$ cat config.mk
export PLATFORM = sky130hd
export DESIGN_NAME = lcd_rom_sequencer
export DESIGN_NICKNAME = d
export VERILOG_FILES = /design/src/rtl/lcd_pkg.sv /design/src/rtl/lcd_byte_writer.sv /design/src/rtl/lcd_rom_sequencer.sv
export SDC_FILE = /design/constraint.sdc
export NUM_CORES = 1
export LEC_CHECK = 0
export ABC_CLOCK_PERIOD_IN_PS = 5400
export CAP_MARGIN = 20
export CORE_UTILIZATION = 25
export DETAILED_ROUTE_END_ITERATION = 10
export PLACE_DENSITY = 0.52
export SLEW_MARGIN = 20
export SYNTH_ARGS = -nofsm -noshare
export SYNTH_HDL_FRONTEND = slang
export SYNTH_SLANG_ARGS = --single-unit
$ cat constraint.sdc
create_clock -name clock -period 5.4 [get_ports clock]
set_input_delay 0.81 -clock clock [delete_from_list [all_inputs] [get_ports clock]]
set_output_delay 0.81 -clock clock [all_outputs]
set_load 0.1 [all_outputs]
$ cat src/rtl/lcd_pkg.sv
// lcd_pkg: HD44780 command bytes, sequencer/writer state codes and the init command table.
package lcd_pkg;
  localparam int CW = 20;
  localparam logic [7:0] CMD_FUNC_SET = 8'h38;
  localparam logic [7:0] CMD_DISP_ON = 8'h0C;
  localparam logic [7:0] CMD_ENTRY = 8'h06;
  localparam logic [7:0] CMD_CLEAR = 8'h01;
  localparam logic [7:0] CMD_LINE1 = 8'h80;
  localparam logic [7:0] CMD_LINE2 = 8'hC0;
  localparam logic [2:0] S_PWR_WAIT = 3'd0;
  localparam logic [2:0] S_INIT = 3'd1;
  localparam logic [2:0] S_IDLE = 3'd2;
  localparam logic [2:0] S_LINE1 = 3'd3;
  localparam logic [2:0] S_FETCH = 3'd4;
  localparam logic [2:0] S_WRITE = 3'd5;
  localparam logic [2:0] S_LINE2 = 3'd6;
  localparam logic [2:0] S_FIN = 3'd7;
  localparam logic [1:0] P_IDLE = 2'd0;
  localparam logic [1:0] P_SETUP = 2'd1;
  localparam logic [1:0] P_EN = 2'd2;
  localparam logic [1:0] P_WAIT = 2'd3;
  function automatic logic [7:0] init_cmd(input logic [2:0] n);
    return n == 3'd2 ? CMD_DISP_ON : n == 3'd3 ? CMD_ENTRY : n == 3'd4 ? CMD_CLEAR : CMD_FUNC_SET;
  endfunction
endpackage

$ cat src/rtl/lcd_byte_writer.sv
// lcd_byte_writer: one LCD byte transfer (setup, enable strobe, post-write wait) per accepted req.
module lcd_byte_writer
  import lcd_pkg::*;
#(
  parameter int unsigned SETUP_CYC = 4,
  parameter int unsigned EN_CYC = 25,
  parameter int unsigned WAIT_CYC = 2500,
  parameter int unsigned CLEAR_WAIT_CYC = 100000
) (
  input  logic       clock,
  input  logic       reset_n,
  input  logic       req,
  input  logic       rs,
  input  logic [7:0] data,
  input  logic       long_wait,
  output logic       ack,
  output logic       lcd_rs,
  output logic       lcd_en,
  output logic [7:0] lcd_data
);
  logic [1:0] phase;
  logic [CW-1:0] cnt;
  logic [CW-1:0] last;
  logic long_q;
  always_comb begin
    last = phase == P_SETUP ? CW'(SETUP_CYC - 1) :
           phase == P_EN ? CW'(EN_CYC - 1) :
           long_q ? CW'(CLEAR_WAIT_CYC - 1) : CW'(WAIT_CYC - 1);
  end
  assign ack = phase == P_WAIT && cnt == last;
  assign lcd_en = phase == P_EN;
  always_ff @(posedge clock or negedge reset_n) begin
    if (!reset_n) begin
      phase <= P_IDLE;
      cnt <= '0;
      long_q <= 1'b0;
      lcd_rs <= 1'b0;
      lcd_data <= 8'h00;
    end else if (phase == P_IDLE) begin
      if (req) begin
        phase <= P_SETUP;
        cnt <= '0;
        lcd_rs <= rs;
        lcd_data <= data;
        long_q <= long_wait;
      end
    end else if (cnt == last) begin
      cnt <= '0;
      // SETUP -> EN -> WAIT -> IDLE is a plain increment that wraps
      phase <= phase + 2'd1;
    end else begin
      cnt <= cnt + 1'b1;
    end
  end
endmodule

$ cat src/rtl/lcd_rom_sequencer.sv
// lcd_rom_sequencer: LCD power-up init, then copies a 32-byte ROM to both lines on each start.
module lcd_rom_sequencer
  import lcd_pkg::*;
#(
  parameter int unsigned POWERUP_CYC = 750000,
  parameter int unsigned SETUP_CYC = 4,
  parameter int unsigned EN_CYC = 25,
  parameter int unsigned WAIT_CYC = 2500,
  parameter int unsigned CLEAR_WAIT_CYC = 100000
) (
  input  logic       clock,
  input  logic       reset_n,
  input  logic       start,
  output logic       busy,
  output logic       done,
  output logic [4:0] rom_addr,
  input  logic [7:0] rom_data,
  output logic       lcd_rs,
  output logic       lcd_rw,
  output logic       lcd_en,
  output logic [7:0] lcd_data
);
  logic [2:0] state;
  logic [2:0] step;
  logic [4:0] idx;
  logic [CW-1:0] cnt;
  logic sent, pending, init_done;
  logic req, ack, rs, long_wait;
  logic [7:0] data;
  // IDLE issues 0x80 in the same cycle start is seen so the bus updates on the next edge
  always_comb begin
    rs = state == S_WRITE;
    data = state == S_INIT ? init_cmd(step) :
           state == S_WRITE ? rom_data :
           state == S_LINE2 ? CMD_LINE2 : CMD_LINE1;
    req = state == S_IDLE ? (start || pending) && init_done :
          (state == S_INIT || state == S_WRITE || state == S_LINE2) && !sent;
    long_wait = !rs && data == CMD_CLEAR;
  end
  assign busy = state != S_IDLE;
  assign done = state == S_FIN;
  assign rom_addr = idx;
  assign lcd_rw = 1'b0;
  lcd_byte_writer #(
    .SETUP_CYC(SETUP_CYC),
    .EN_CYC(EN_CYC),
    .WAIT_CYC(WAIT_CYC),
    .CLEAR_WAIT_CYC(CLEAR_WAIT_CYC)
  ) u_writer (
    .clock(clock),
    .reset_n(reset_n),
    .req(req),
    .rs(rs),
    .data(data),
    .long_wait(long_wait),
    .ack(ack),
    .lcd_rs(lcd_rs),
    .lcd_en(lcd_en),
    .lcd_data(lcd_data)
  );
  always_ff @(posedge clock or negedge reset_n) begin
    if (!reset_n) begin
      state <= S_PWR_WAIT;
      step <= '0;
      idx <= '0;
      cnt <= '0;
      sent <= 1'b0;
      pending <= 1'b0;
      init_done <= 1'b0;
    end else begin
      sent <= req ? 1'b1 : ack ? 1'b0 : sent;
      pending <= state != S_IDLE && (start || pending);
      case (state)
        S_PWR_WAIT: begin
          cnt <= cnt + 1'b1;
          if (cnt == CW'(POWERUP_CYC - 1)) state <= S_INIT;
        end
        S_INIT: if (ack) begin
          step <= step + 3'd1;
          if (step == 3'd4) begin
            init_done <= 1'b1;
            state <= S_IDLE;
          end
        end
        S_IDLE: if (req) state <= S_LINE1;
        S_LINE1: if (ack) begin
          idx <= 5'd0;
          state <= S_FETCH;
        end
        S_FETCH: state <= S_WRITE;
        S_WRITE: if (ack) begin
          if (idx == 5'd15) state <= S_LINE2;
          else if (idx == 5'd31) state <= S_FIN;
          else begin
            idx <= idx + 5'd1;
            state <= S_FETCH;
          end
        end
        S_LINE2: if (ack) begin
          idx <= 5'd16;
          state <= S_FETCH;
        end
        S_FIN: state <= S_IDLE;
        default: state <= S_PWR_WAIT;
      endcase
    end
  end
endmodule

Yosys cells after proc, flatten, opt, wreduce, memory -nomap -nowiden
Cells that the tools add are included.
{"block": "totals", "out_inout_bits": 18, "elab_cells": 102, "reg_bits": 66}
{"block": "classes", "addsub": 5, "n_reduce_logical": 22, "n_mux": 33, "eq_ne": 30}
{"cell": "$mux 20", "n": 5}
{"cell": "$add 20x1->20 const B", "n": 2}
{"cell": "$mux 5", "n": 5}
{"cell": "$pmux 3 s7", "n": 1}
{"cell": "$eq 20x20->1", "n": 1}
{"cell": "$eq 20x20->1 const B", "n": 1}
{"cell": "$mux 3", "n": 6}
{"cell": "$mux 6", "n": 3}
{"cell": "$ne 2x2->1 const B", "n": 9}
{"cell": "$mux 17", "n": 1}
{"cell": "$mux 8", "n": 2}
{"cell": "$eq 3x3->1 const B", "n": 5}
{"cell": "$pmux 5 s3", "n": 1}
{"cell": "$eq 3x2->1 const B", "n": 4}
{"cell": "$reduce_and 6->1", "n": 2}
{"cell": "$mux 2", "n": 5}
{"cell": "$eq 8x1->1 const B", "n": 1}
{"cell": "$mux 7", "n": 1}
{"cell": "$reduce_and 2->1", "n": 3}
{"cell": "$add 5x1->5 const B", "n": 1}
{"cell": "$eq 5x4->1 const B", "n": 1}
{"cell": "$eq 5x5->1 const B", "n": 1}
{"cell": "$logic_and 1x1->1", "n": 5}
{"cell": "$eq 2x2->1 const B", "n": 2}
{"cell": "15 further kinds", "n": 22}

Depth between registers and ports, before layout
Gate-level depths: netlist (run 1).
{"block": "depth", "depth_word": 7, "ltp_mapped": 10, "ltp_nobuf": 8}

Cells and area by module
Synthesis (run 1) repeated with hierarchy kept, for this count alone.
{"block": "hier_totals", "cells_unflattened": 402, "hier_area_um2": 3826.2}
{"mod": "lcd_rom_sequencer", "area_per_inst_um2": 1960.6, "seq_area_each_um2": 850.8, "cells_each": 211, "instances": 1}
{"mod": "lcd_byte_writer", "area_per_inst_um2": 1865.5, "seq_area_each_um2": 800.8, "cells_each": 191, "instances": 1}

Least setup slack after synthesis (run 1)
No wires, ideal clock.
{"block": "synth_path", "path_type": "reg2reg", "startpoint": "reg u_writer.phase[0]", "endpoint": "reg idx[3], in the netlist rom_addr[3]", "setup_ps": 123, "arrival_time_ps": 3021, "required_time_ps": 5277, "synth_period_minus_slack_ps": 3144, "path_stages_with_launch": 10, "n_path_buf": 1, "slack_ps": 2256, "path_cell_list": "dfrtp_1 inv_1 ha_1 clkbuf_1 o21bai_1 a211o_1 a22oi_1 nand3_2 or3_1 a32o_1"}
{"block": "synth_via", "elab_chain_len": 7}
{"item": "from (decl)", "line": "lcd_byte_writer.sv:21", "rtl": "logic [1:0] phase;"}
{"item": "from (signal assigned)", "line": "lcd_byte_writer.sv:50", "rtl": "phase <= phase + 2'd1;"}
{"item": "$eq 2x2->1 *"}
{"item": "named net lcd_en", "line": "lcd_rom_sequencer.sv:20", "rtl": "output logic lcd_en,"}
{"item": "$mux 20 *", "line": "lcd_byte_writer.sv:27", "rtl": "phase == P_EN ? CW'(EN_CYC - 1) :"}
{"item": "$mux 20 *", "line": "lcd_byte_writer.sv:26", "rtl": "last = phase == P_SETUP ? CW'(SETUP_CYC - 1) :"}
{"item": "$eq 20x20->1 *", "line": "lcd_byte_writer.sv:30", "rtl": "assign ack = phase == P_WAIT && cnt == last;"}
{"item": "$logic_and 1x1->1 *", "line": "lcd_byte_writer.sv:30"}
{"item": "$ne 2x2->1 (no line)"}
{"item": "$reduce_and 6->1 (no line) *"}
{"item": "to (signal assigned)", "line": "lcd_rom_sequencer.sv:95", "rtl": "idx <= idx + 5'd1;"}
{"item": "to (decl)", "line": "lcd_rom_sequencer.sv:25", "rtl": "logic [4:0] idx;"}
Mark *: on every way through the listed nets, which the timed path passes. The rest lies on a longest branch.
A chain may end at the register's enable or synchronous reset.

Worst setup path after layout (run 1)
{"block": "layout_path", "startpoint": "reg state[2]", "endpoint": "out busy"}
{"block": "layout_via", "elab_chain_len": 1}
{"item": "from (decl)", "line": "lcd_rom_sequencer.sv:23", "rtl": "logic [2:0] state;"}
{"item": "from (signal assigned)", "line": "lcd_rom_sequencer.sv:63", "rtl": "state <= S_PWR_WAIT;"}
{"item": "from (signal assigned)", "line": "lcd_rom_sequencer.sv:76", "rtl": "if (cnt == CW'(POWERUP_CYC - 1)) state <= S_INIT;"}
{"item": "from (signal assigned)", "line": "lcd_rom_sequencer.sv:82", "rtl": "state <= S_IDLE;"}
{"item": "$ne 3x2->1", "line": "lcd_rom_sequencer.sv:40", "rtl": "assign busy = state != S_IDLE;"}
{"item": "to (decl)", "line": "lcd_rom_sequencer.sv:14", "rtl": "output logic busy,"}
No other way between the ends.

==> results of run 1 <==
[power by group through the flow]
stage | Combinational, mW | Sequential, mW | Clock (mW)
after floorplan | 0.00364 | 0.504 | 0
after global placement | 0.0210 | 0.504 | 0
after detailed placement | 0.0213 | 0.504 | 0
after CTS | 0.0211 | 0.495 | 0.607
after global routing | 0.0230 | 0.494 | 0.630
final | 0.0198 | 0.495 | 0.587
[cell usage in the layout (no fill, tap or decap), types with 3 or more instances in the layout]
cell type	n
a22oi_1	4
a31oi_1	4
ha_1	14
nor4_1	3
nor3_1	15
clkdlybuf4s50_1	26
a21o_1	3
nand2b_1	4
and2_1	3
nand4_1	9
mux2i_1	5
o21a_1	3
or2_2	3
or3_1	8
xor2_1	5
a21oi_1	27
clkinvlp_4	3
inv_1	12
mux2_2	7
nand3_1	28
clkbuf_16	9
nor2b_1	6
and3_1	9
xnor2_1	20
o21ai_0	16
dfrtp_1	66
nand2_1	51
nor2_1	24
[cell type report]
class	instances	area, µm²	area share
Multi-Input combinational cell	302	1900	0.431
Sequential cell	66	1650	0.374
Timing Repair Buffer	29	280	0.0635
Clock buffer	10	239	0.0541
Tap cell	180	225	0.0510
Clock inverter	6	66.3	0.0150
Inverter	13	48.8	0.0111
[layer usage]
layer / routed length [µm] / up-vias / part of all wire / GRT usage
met5: 0 / - / 0 / 0
met4: 79 / 0 / 0.0096 / 0.0414
met3: 217 / 6 / 0.026 / 0.0374
met2: 3860 / 31 / 0.47 / 0.193
met1: 4040 / 1418 / 0.49 / 0.156
li1: - / 1450 / - / -
[cell families (layout without fill, tap and decap cells)]
kind of cell / count (synthesis) / after routing
buffers and inverters: 30 / 58
AOI/OAI and AO/OA: 76 / 76
xor gates and xnor gates: 25 / 25
and+or+nand+nor: 174 / 174
muxes: 12 / 12
DFF: 66 / 66
other: 1 / 1
adders and majority gates: 14 / 14
[per-stage QoR]
step | utilization | cells | hold WS [ps]
after floorplan | - | 398 | 438
after global placement | 0.292 | 590 | 459
after detailed placement | 0.292 | 590 | 462
after CTS | 0.313 | 606 | 474
after global routing | 0.313 | 606 | 489
final | 0.313 | 606 | 471
[worst paths after layout]
kind | start | end | slack [ps] | depth (start not counted)
max | state[2]$_DFFE_PN0P_ | busy | 2060 | 3
min | cnt[14]$_DFFE_PN0N_ | cnt[14]$_DFFE_PN0N_ | 470 | 1
max reg2reg | u_writer.phase[0]$_DFFE_PN0P_ | u_writer.cnt[10]$_DFFE_PN0P_ | 2420 | 9
min reg2reg | cnt[14]$_DFFE_PN0N_ | cnt[14]$_DFFE_PN0N_ | 470 | 1
max in group asynchronous | reset_n | u_writer.lcd_data[7]$_DFFE_PN0P_ | 4180 | 2
min in group asynchronous | reset_n | u_writer.cnt[5]$_DFFE_PN0P_ | 670 | 2
[state kept, by name, indices dropped and copies added (netlist names)]
name and cells:
u_writer.phase 2, state 3, u_writer.long_q 1, u_writer.lcd_rs 1, u_writer.lcd_data 8, pending 1, sent 1, step 3
cnt 20, rom_addr 5, init_done 1, u_writer.cnt 20
==> flow_metrics.env, run 1 <==
export IMPL_postPlaceCellArea_um2=4110
export IMPL_critPathSlowestCell="clkdlybuf4s50_1"
export IMPL_wire_per_inst_um=13.5
export IMPL_worstPathMaxFanout=19
export IMPL_routed_wl_mm=8.20
export IMPL_synth_top_family_by_area="simple AND/OR/NAND/NOR gates"
export IMPL_yosys_top_cells_area="dfrtp_1, nand2_1, ha_1"
export IMPL_syn2layout_area_growth_pct=20.2
export IMPL_setup_ws_ps=2060
export IMPL_yosysTopAreaCellShare=0.450
export IMPL_switching_power_mw=0.231
export IMPL_critPathLaunchType="register"
export IMPL_peakVddDrop_mv=0.142
export IMPL_hp_class="register to register"
export IMPL_core_area_um2=14100
export IMPL_insertion_delay_ps=330
export IMPL_cts_sinks=66
export IMPL_power_mw=1.10
export IMPL_synthSimpleGateAreaFrac=0.239
export IMPL_synth_top_flop_cell="dfrtp_1"
export IMPL_clock_fmax_mhz=299
export IMPL_clock_path_buffers=2
export IMPL_period_minus_slack_ps=3340
export IMPL_cp_num_buf_inv=2
export IMPL_cap_viol_max_count=0
export IMPL_die_h_um=123
export IMPL_postCtsSetupRepairBufs=0
export IMPL_hold_buffers=0
export IMPL_synth_common_cells="dfrtp_1, nand2_1, nand3_1"
export IMPL_fin_crit_sh=0.619
export IMPL_finalHoldViolCount=0
export IMPL_initial_core_util=0.261
export IMPL_viasPerCell=4.79
export IMPL_path_class="register to output port"
export IMPL_crit_chain="inv_1, nand2_1, clkdlybuf4s50_1"
export IMPL_internal_power_mw=0.871
export IMPL_grt_util_all_layers=0.122
export IMPL_drt_pass1_iter_count=4
export IMPL_maxSlewViolCount=0
export IMPL_setup_viol=0
export IMPL_drc_errors=0
export IMPL_yosysMostFrequentCell="dfrtp_1"
export IMPL_ant_nets=0
export IMPL_synth_nets=423
export IMPL_place_gp_congestion=0.790
export IMPL_slew_headroom=0.286
export IMPL_drive_gt1_frac=0.0822
export IMPL_max_stage_delay_ps=1130
export IMPL_h_tree_depth=3
export IMPL_grt_start_max_net_pins=67
export IMPL_synth_compound_area_frac=0.136
export IMPL_p_leak_nw=1.88
export IMPL_dr_total_vias=2905
export IMPL_synthXorXnorAreaFrac=0.0596
export IMPL_antenna_found_initial=0
export IMPL_status="complete, no violations"
export IMPL_nets=446
export IMPL_synthMuxAreaShare=0.0351
export IMPL_io_buffers=27
export IMPL_pwr_share_seq=0.449
export IMPL_power_frac_comb=0.018
export IMPL_grt_pass1_vias=2943
export IMPL_fp_row_count=43
export IMPL_hpwl_mm=5.77
export IMPL_critPathArrivalTime_ps=2530
export IMPL_synth_seq_cells=66
export IMPL_crit_path_end_kind="output port"
export IMPL_synthAdderAreaFrac=0.0477
export IMPL_yosysWarnings=0
export IMPL_n_fill_cell=1491
export IMPL_pin_count=29
export IMPL_gr_total_overflow=0
export IMPL_n_antenna_cell=0
export IMPL_synth_cells=398
export IMPL_synth_area_leader_cell="dfrtp_1"
export IMPL_synth_seq_area_share=0.450
export IMPL_dp_slack_ps=2340
export IMPL_numCtsBuffers=9
export IMPL_clock_skew_ps=4.04
export IMPL_cts_resized_gates=0
export IMPL_cts_tree="yes"
export IMPL_path_clk_slew_ps=50
export IMPL_rsz0062_at_grt="false"
export IMPL_cts_root_buf="clkbuf_16"
export IMPL_path_delay_family="buffers and inverters"
export IMPL_synth_edf_count=0
export IMPL_powerDensity_nw_per_um2=249
export IMPL_clockPowerShare=0.533
export IMPL_syn_area_per_cell_um2=9.23
export IMPL_die_area_um2=15200
export IMPL_setup_tns_final_ps=0
export IMPL_die_w_um=123
export IMPL_swShare=0.210
export IMPL_syn_area_um2=3670
export IMPL_grt_pass1_wl_mm=14.4
export IMPL_fin_area_um2=4420
export IMPL_synth_distinct_cells=56
export IMPL_synthArstFlopShare=1.00
export IMPL_drt_initial_drc_count=98
export IMPL_required_ps=4590
export IMPL_tightest_slew_ps=1070
(Power assumes the default switching activity.)
==> inputs of run 2 (changes only) <==
--- a/config.mk
+++ b/config.mk
@@ -5,11 +5,11 @@
 export SDC_FILE = /design/constraint.sdc
 export NUM_CORES = 1
 export LEC_CHECK = 0
-export ABC_CLOCK_PERIOD_IN_PS = 5400
+export ABC_CLOCK_PERIOD_IN_PS = 3000
 export CAP_MARGIN = 20
 export CORE_UTILIZATION = 25
 export DETAILED_ROUTE_END_ITERATION = 10
-export PLACE_DENSITY = 0.52
+export PLACE_DENSITY = 0.53
 export SLEW_MARGIN = 20
 export SYNTH_ARGS = -nofsm -noshare
 export SYNTH_HDL_FRONTEND = slang
==> constraint.sdc (replaced) <==
create_clock -name clock -period 3 [get_ports clock]
set_input_delay 0.45 -clock clock [delete_from_list [all_inputs] [get_ports clock]]
set_output_delay 0.45 -clock clock [all_outputs]
set_load 0.1 [all_outputs]
==> run 2 against run 1 <==
Compared with the run above: sequential cell count unchanged; critical path depth is 5 higher; first-iteration DRC count shrank 35%; non-clock buffer count rose by 7; critical path type is now register to register; die area unchanged; final cell count rose by 1.2%; register-to-register slack worse by 2100 ps; total power increased by 71%; highest routed layer unchanged; routed wire length up 3.2%.
==> flow_metrics.env, run 2 (synthesized netlist as in run 1, its figures left out) <==
export IMPL_grtUsageMet3=0.0254
export IMPL_ant_nets=0
export IMPL_grt_pass1_vias=3074
export IMPL_wire_per_inst_um=13.8
export IMPL_initial_core_util=0.261
export IMPL_finalHoldViolCount=0
export IMPL_critPathLaunch="u_writer.phase[0]$_DFFE_PN0P_"
export IMPL_slew_headroom=0.295
export IMPL_grt_util_all_layers=0.123
export IMPL_grt_busiest_layer="met2"
export IMPL_place_gp_congestion=0.785
export IMPL_postCtsSetupRepairBufs=0
export IMPL_critPathArrivalTime_ps=2880
export IMPL_layout_common_cells="dfrtp_1, nand2_1, nand3_1, a21oi_1, buf_4"
export IMPL_cts_tree="yes"
export IMPL_setup_tns_final_ps=0
export IMPL_worst_hold_slack_ps=150
export IMPL_numCtsBuffers=9
export IMPL_drive_gt1_frac=0.132
export IMPL_crit_path_end_kind="register"
export IMPL_n_antenna_cell=0
export IMPL_cts_sinks=66
export IMPL_pin_count=29
export IMPL_grt_start_max_net_pins=29
export IMPL_period_minus_slack_ps=2670
export IMPL_fin_crit_sh=0.889
export IMPL_clock_fmax_mhz=375
export IMPL_routed_wl_mm=8.46
export IMPL_tightest_slew_ps=1050
export IMPL_reg_largest_list="cnt: 20 flops, u_writer.cnt: 20 flops, u_writer.lcd_data: 8 flops"
export IMPL_core_area_um2=14100
export IMPL_viasPerCell=4.81
export IMPL_drt_initial_drc_count=64
export IMPL_maxSlewViolCount=0
export IMPL_r2r_start="u_writer.phase[0]$_DFFE_PN0P_"
export IMPL_cap_viol_max_count=0
export IMPL_nets=453
export IMPL_die_w_um=123
export IMPL_gr_total_overflow=0
export IMPL_cts_resized_gates=0
export IMPL_insertion_delay_ps=330
export IMPL_hpwl_mm=6.12
export IMPL_syn2layout_area_growth_pct=19.4
export IMPL_p_leak_nw=1.94
export IMPL_antenna_found_initial=0
export IMPL_die_h_um=123
export IMPL_dr_total_vias=2949
export IMPL_clock_path_buffers=2
export IMPL_powerDensity_nw_per_um2=429
export IMPL_required_ps=3210
export IMPL_drt_pass1_iter_count=4
export IMPL_critPathLaunchType="register"
export IMPL_clock_skew_ps=12.1
export IMPL_fp_row_count=43
export IMPL_status="complete, no violations"
export IMPL_hold_buffers=0
export IMPL_die_area_um2=15200
export IMPL_worstPathMaxFanout=11
export IMPL_met2_usage=0.213
export IMPL_drc_errors=0
export IMPL_path_class="register to register"
export IMPL_power_mw=1.88
export IMPL_cts_root_buf="clkbuf_16"
export IMPL_final_common_cell="dfrtp_1"
export IMPL_hp_class="input pin to async pin"
export IMPL_h_tree_depth=3
export IMPL_rsz0062_at_grt="false"
export IMPL_path_clk_slew_ps=60
export IMPL_grt_pass1_wl_mm=14.6
export IMPL_setup_viol=0
export IMPL_n_fill_cell=1496
export IMPL_io_buffers=27
export IMPL_post_route_util=0.311
export IMPL_grt_use_met1=0.152
export IMPL_peakVddDrop_mv=0.219
run 2: cell count changes in the layout (fill, tap and decap cells not counted), sizes merged:
cell           change
clkbuf             +3
clkinvlp           -3
buf               +24
clkdlybuf4s50     -17
clkinv             +1
bufinv             -1
run 2: final timing paths:
path / end / cells after the start / slack (ps)
max: rom_addr[0]$_DFFE_PN0P_ / 8 / 330
min: u_writer.cnt[15]$_DFFE_PN0P_ / 1 / 150
max reg2reg: rom_addr[0]$_DFFE_PN0P_ / 8 / 330
min reg2reg: cnt[19]$_DFFE_PN0N_ / 1 / 470
max in group asynchronous: rom_addr[3]$_DFFE_PN0P_ / 2 / 2130
min in group clock: cnt[19]$_DFFE_PN0N_ / 1 / 470
run 2: layout make-up:
| class | count | area [µm²] | share of cell area |
|---|---|---|---|
| clock inverter | 3 | 15.0 | 0.00342 |
| multi-input combinational | 302 | 1910 | 0.435 |
| inverter | 13 | 48.8 | 0.0111 |
| sequential | 66 | 1650 | 0.376 |
| tap | 180 | 225 | 0.0513 |
| timing repair buffer | 36 | 290 | 0.0662 |
| clock buffer | 13 | 250 | 0.0570 |
run 2: report_power, final:
group / internal [mW] / total, mW / switching (mW)
clock network: 0.578 / 0.953 / 0.375
registers: 0.891 / 0.891 / 0.00000000000000000675
logic: 0.0124 / 0.0372 / 0.0248
total: 1.48 / 1.88 / 0.399
run 2: per-stage QoR:
step	cells	instance area (µm²)	worst slack (ps)
2_1_floorplan	398	3680	147
3_3_place_gp	597	4120	485
3_5_place_dp	597	4120	375
4_1_cts	613	4390	378
5_1_grt	613	4390	128
6_report	613	4390	333
run 2: worst max-delay path, cell delays in order, from the launching register on:
cell and delay [ps]:
dfrtp_1 430, inv_1 100, ha_2 250, nand4bb_1 200, a211o_1 270, a22oi_1 380
and3_1 370, nand3_1 230, mux2_2 330
run 2: routing by layer:
| metal | vias to the layer above | share of wire |
|---|---|---|
| li1 | 1470 | - |
| met1 | 1444 | 0.47 |
| met2 | 29 | 0.50 |
| met3 | 6 | 0.021 |
| met4 | 0 | 0.011 |
| met5 | - | 0 |
